==> src/rtl/sfp_accbuf.sv <==
// Multi-pass per-lane saturating accumulator with activation and a valid/ready result stream.
// Optional SFP_LEAKY_EN: negative activated values become sum >>> LEAKY_SHIFT instead of 0.
module sfp_accbuf #(
    parameter int COL         = 8,
    parameter int BW          = 16,
    parameter int DEPTH       = 16,
    parameter int AW          = $clog2(DEPTH),
    parameter int LEAKY_SHIFT = 3
) (
    input  logic              clk,
    input  logic              reset,
    input  logic              cfg_start,
    input  logic [7:0]        cfg_npass,
    input  logic [AW:0]       cfg_len,
    input  logic              cfg_relu_en,
    input  logic              cfg_mode,
    input  logic              in_valid,
    output logic              in_ready,
    input  logic [AW-1:0]     in_addr,
    input  logic [COL*BW-1:0] in_data,
    output logic              out_valid,
    input  logic              out_ready,
    output logic [AW-1:0]     out_addr,
    output logic [COL*BW-1:0] out_data,
    output logic              busy,
    output logic              done
);

    typedef enum logic [1:0] {IDLE, RUN, FLUSH} state_t;

    if (LEAKY_SHIFT < 0 || LEAKY_SHIFT >= BW) begin : g_bad_shift
        $error("LEAKY_SHIFT must lie in [0, BW-1]");
    end

    state_t              state_q, state_d;
    logic [7:0]          npass_q, npass_d;
    logic [7:0]          pass_cnt_q, pass_cnt_d;
    logic [AW:0]         len_q, len_d;
    logic                relu_q, relu_d;
    logic                mode_q, mode_d;
    logic                out_valid_q, out_valid_d;
    logic [AW-1:0]       out_addr_q, out_addr_d;
    logic [COL*BW-1:0]   out_data_q, out_data_d;
    logic                done_q, done_d;
    logic [COL*BW-1:0]   mem_q [DEPTH];

    logic [7:0]          npass_eff;
    logic                last_pass;
    logic                first_pass;
    logic                accept;
    logic                addr_ok;
    logic                end_beat;
    logic                mem_we;
    logic [COL*BW-1:0]   rd_data;
    logic [COL*BW-1:0]   sum_vec;
    logic [COL*BW-1:0]   act_vec;

    // OS bypass is a single pass; a zero pass count behaves as one pass.
    assign npass_eff  = (mode_q || npass_q == 8'd0) ? 8'd1 : npass_q;
    assign last_pass  = (pass_cnt_q == npass_eff - 8'd1);
    assign first_pass = (pass_cnt_q == 8'd0);
    assign in_ready   = (state_q == RUN) && (!last_pass || !out_valid_q || out_ready);
    assign accept     = in_valid && in_ready;
    assign addr_ok    = ({1'b0, in_addr} < len_q);
    assign end_beat   = accept && ({1'b0, in_addr} == len_q - 1'b1);
    assign mem_we     = accept && addr_ok && !last_pass;
    assign rd_data    = mem_q[in_addr];

    always_comb begin
        logic signed [BW-1:0] old_l, in_l, s_l, a_l;
        logic signed [BW:0]   wide;
        sum_vec = '0;
        act_vec = '0;
        for (int unsigned i = 0; i < COL; i++) begin
            old_l = rd_data[i*BW +: BW];
            in_l  = in_data[i*BW +: BW];
            wide  = {old_l[BW-1], old_l} + {in_l[BW-1], in_l};
            // Differing top two bits of the widened sum mean the lane overflowed.
            if (first_pass) begin
                s_l = in_l;
            end else if (wide[BW] != wide[BW-1]) begin
                s_l = wide[BW] ? {1'b1, {(BW-1){1'b0}}} : {1'b0, {(BW-1){1'b1}}};
            end else begin
                s_l = wide[BW-1:0];
            end
            a_l = s_l;
            if (relu_q && !mode_q && s_l[BW-1]) begin
`ifdef SFP_LEAKY_EN
                a_l = s_l >>> LEAKY_SHIFT;
`else
                a_l = '0;
`endif
            end
            sum_vec[i*BW +: BW] = s_l;
            act_vec[i*BW +: BW] = a_l;
        end
    end

    always_comb begin
        state_d     = state_q;
        npass_d     = npass_q;
        pass_cnt_d  = pass_cnt_q;
        len_d       = len_q;
        relu_d      = relu_q;
        mode_d      = mode_q;
        out_valid_d = out_valid_q;
        out_addr_d  = out_addr_q;
        out_data_d  = out_data_q;
        done_d      = 1'b0;

        case (state_q)
            IDLE: begin
                if (cfg_start) begin
                    npass_d    = cfg_npass;
                    len_d      = cfg_len;
                    relu_d     = cfg_relu_en;
                    mode_d     = cfg_mode;
                    pass_cnt_d = '0;
                    state_d    = RUN;
                end
            end
            RUN: begin
                if (end_beat) begin
                    pass_cnt_d = pass_cnt_q + 8'd1;
                    if (last_pass) state_d = FLUSH;
                end
            end
            FLUSH: begin
                if (!out_valid_q || out_ready) begin
                    state_d = IDLE;
                    done_d  = 1'b1;
                end
            end
            default: state_d = IDLE;
        endcase

        if (out_valid_q && out_ready) out_valid_d = 1'b0;
        if (accept && addr_ok && last_pass) begin
            out_valid_d = 1'b1;
            out_addr_d  = in_addr;
            out_data_d  = act_vec;
        end
    end

    always_ff @(posedge clk) begin
        if (reset) begin
            state_q     <= IDLE;
            npass_q     <= '0;
            pass_cnt_q  <= '0;
            len_q       <= '0;
            relu_q      <= 1'b0;
            mode_q      <= 1'b0;
            out_valid_q <= 1'b0;
            out_addr_q  <= '0;
            out_data_q  <= '0;
            done_q      <= 1'b0;
        end else begin
            state_q     <= state_d;
            npass_q     <= npass_d;
            pass_cnt_q  <= pass_cnt_d;
            len_q       <= len_d;
            relu_q      <= relu_d;
            mode_q      <= mode_d;
            out_valid_q <= out_valid_d;
            out_addr_q  <= out_addr_d;
            out_data_q  <= out_data_d;
            done_q      <= done_d;
        end
    end

    always_ff @(posedge clk) begin
        if (mem_we) mem_q[in_addr] <= sum_vec;
    end

    assign out_valid = out_valid_q;
    assign out_addr  = out_addr_q;
    assign out_data  = out_data_q;
    assign busy      = (state_q != IDLE);
    assign done      = done_q;

endmodule

==> config.mk <==
export PLATFORM = sky130hd
export DESIGN_NAME = sfp_accbuf
export DESIGN_NICKNAME = d
export VERILOG_FILES = /design/src/rtl/sfp_accbuf.sv
export SDC_FILE = /design/constraint.sdc
export NUM_CORES = 2
export LEC_CHECK = 0
export CORE_MARGIN = 2
export CORE_UTILIZATION = 66
export DETAILED_ROUTE_END_ITERATION = 12
export PLACE_DENSITY = 0.85
export SETUP_SLACK_MARGIN = 0.05
export SYNTH_ARGS = -nofsm -noshare
export SYNTH_HDL_FRONTEND = slang
export SYNTH_SLANG_ARGS = --single-unit
export TNS_END_PERCENT = 20
==> constraint.sdc <==
create_clock -name clk -period 35.5 [get_ports clk]
set_input_delay 3.55 -clock clk [delete_from_list [all_inputs] [get_ports clk]]
set_output_delay 3.55 -clock clk [all_outputs]
set_load 0.01 [all_outputs]
==> metrics.csv <==
stage,metric,value,unit
clock_tree,Max clock buf depth,3,
final_layout,synth-to-layout area growth,13.66,%
die,Core Area,137200,µm²
synth,ranking of synthesized cells by area,"edfxtp_1 (68%), mux4_2 (16%), dfxtp_1 (3.5%)",
clock_tree,Clock Tree Root,clkbuf_16,
timing,Clock Skew,0.03175,ns
die,starting density of the core,0.6629,
worst_setup_path,Crit path required time,35.95,ns
clock_tree,number of setup buffers added after CTS,0,
timing,Final Max Slew Viols,0,
synth,Mapped Cells,4711,
power_and_ir_drop,Pwr Density,55.01,nW/µm²
timing,Fmax,0.08843,GHz
grt,grt ovf,0,
clock_tree,CTS buffer count,206,
worst_setup_path,Arrival @ worst endpoint,11.76,ns
timing,setup TNS,0,ns
routing,routed via count,52430,
grt,vias in the first global route,53640,
placed_design,IO buf count,287,
synth,Synth area leader,edfxtp_1,
synth,Mapped Area,90920,µm²
clock_tree,H-tree Lvls,4,
routing,WL/cell,35.16,µm
final_layout,layout cells sized above 1,0.2227,
worst_setup_path,crit path kind,in2reg,
power_and_ir_drop,Lkg Pwr,33.40,nW
clock_tree,Skew-Pair Late Insertion Delay,0.85,ns
synth,sequential share of the synthesized area,0.7114,
synth,dominant synthesized flop cell,edfxtp_1,
grt,largest net degree at the start of global routing,129,
power_and_ir_drop,IR Drop Worst-Case VDD,0.05855,mV
die,die height,375.2,µm
min_path,Min-Delay Path Class,reg2reg,
grt,All-Layer GR Usage,0.3576,
timing,period utilization,0.3185,
timing,min cycle time layout,11.31,ns
placed_design,hpwl dp,123900,µm
routing,remaining antenna violation count,0,
timing,Worst slew margin,0.07747,
routing,drt via density,7.418,
die,Die X,375.2,µm
die,Die Area,140700,µm²
worst_setup_path,worst-path maximum fanout,104,
clock_tree,clock slew at reported path FFs,0.06,ns
placed_design,RD Place Congestion,0.9178,
routing,first-pass detailed-route iteration total,11,
timing,WHS,0.4657,ns
die,I/O pin count,288,
synth,#FFs+latches synth,2207,
clock_tree,CTS tree,yes,
synth,async set or reset register ratio after synthesis,0,
synth,Synthesis Warnings,0,
routing,initial drt markers,9025,
die,FP Rows,136,
grt,antenna violations before repair,3,
worst_setup_path,CP endpoint kind,register,
final_layout,Finished Cell Area,103300,µm²
clock_tree,clk sinks,2207,
synth,Synth cell types,83,
status,status,"finished, final reports clean",
timing,# setup viols final,0,
synth,syn avg cell area,19.30,µm²
timing,RSZ-0062 raised after global routing,no,
routing,final wirelength,248500,µm
worst_setup_path,crit path launch type,input port,
synth,synthesized net count,5007,
synth,Post-synth EDFFs,2048,
timing,Slew @ Worst Pin,1.384,ns
final_layout,final core occ,0.7534,
worst_setup_path,r2r setup slk,28.65,ns
placed_design,Post-DP Area,96260,µm²
timing,final hold violations,0,
run,max-cap viol count,0,
clock_tree,post-CTS resize count,0,
grt,first-pass GRT wire length,362300,µm
clock_tree,hold buffers post-CTS,0,
routing,DR DRC count,0,
final_layout,"Net count, final",5386,
synth,Yosys top cell area share,0.6764,
==> report_power, final <==
group | internal [mW] | leakage (nW) | switching, mW
combinational | 0.206 | 10.3 | 0.313
sequential | 2.85 | 19.7 | 0.00509
clock | 1.32 | 3.41 | 0.989
==> worst max-delay path, cell delays in order <==
cell	delay, ns
buf_8	0.62
buf_12	0.71
buf_4	0.69
buf_4	0.77
mux4_2	0.64
mux4_2	0.53
ha_1	0.37
a21oi_1	0.31
o211ai_1	0.20
a31oi_1	0.48
a22oi_1	0.24
o311ai_0	0.65
nand2_1	0.21
nand2_1	0.44
a2bb2oi_1	1.12
==> cells in the mapped netlist (14+ instances only) <==
library cell	instances
a21boi_0	15
ha_1	136
o21ai_0	113
xor2_1	42
a21o_1	40
buf_1	42
o22ai_1	14
nor2_1	196
a22o_1	94
o31ai_1	25
nand3_1	24
inv_1	79
a21oi_1	155
nor3_1	32
maj3_1	24
o211ai_1	22
xnor2_1	54
a31oi_1	29
o21a_1	40
dfxtp_1	159
nand2_1	176
nor2b_1	24
nand2b_1	40
and3_1	16
edfxtp_1	2048
a211oi_1	30
clkbuf_1	178
mux4_2	640
==> cells in the final DEF (no fill, tap or decap), drive strengths merged, types with 94 or more instances in the layout <==
| master | count |
|---|---|
| a21oi | 162 |
| nor2 | 197 |
| o21ai | 122 |
| clkdlybuf4s50 | 282 |
| a22o | 94 |
| buf | 118 |
| nand2 | 176 |
| ha | 136 |
| dfxtp | 159 |
| edfxtp | 2048 |
| clkbuf | 264 |
| mux4 | 640 |
==> cells by family after synthesis <==
family                   Yosys count  synth area share
AND/OR/NAND/NOR                  574           0.02917
multiplexers                     659            0.1608
AO/OA/AOI/OAI                    698           0.05306
flip-flops                      2207            0.7114
buffers and inverters            309           0.01321
adder cells (fa/ha/maj)          168           0.02312
XOR/XNOR                          96          0.009248
==> flip-flops by register name, summed over array words and instances (netlist names) <==
signal,count
state_q,2
out_valid,1
out_data,128
done,1
len_q,5
relu_q,1
mem_q,2048
mode_q,1
out_addr,4
pass_cnt_q,8
npass_q,8
==> per-layer routing <==
metal,routed length (µm),up-vias,global-route usage
li1,-,20300,-
met4,14720,4,0.1809
met2,121900,4766,0.5785
met5,20,-,0
met1,81480,26280,0.4701
met3,30410,1076,0.07214
==> through the flow <==
stage                     setup WS [ns]  power (mW)  std cells
after global placement            23.93       3.375       6676
after floorplan                   16.08       3.254       4711
after global routing              23.55       5.806       7065
final                             24.19       5.684       7068
after detailed placement          23.70       3.391       6676
after CTS                         24.40       5.678       7065
==> final cells by class <==
cell class	instances	area (µm²)
diodes	3	7.507
clock buffers	263	5658
clock inverters	126	1388
fillers	6871	33810
inverters	79	296.5
multi-input cells	2195	25230
flip-flops and latches	2207	64680
well taps	1794	2245
repair buffers	401	3830
==> path summary, 6_finish.rpt <==
kind	from	to	cells past startpoint
setup / recovery	in_addr[0]	mem_q[3][49]	15
hold / removal	relu_q	relu_q	2
setup reg to reg	npass_q[4]	mem_q[12][93]	13
hold reg to reg	relu_q	relu_q	2
(Power assumes the default switching activity.)
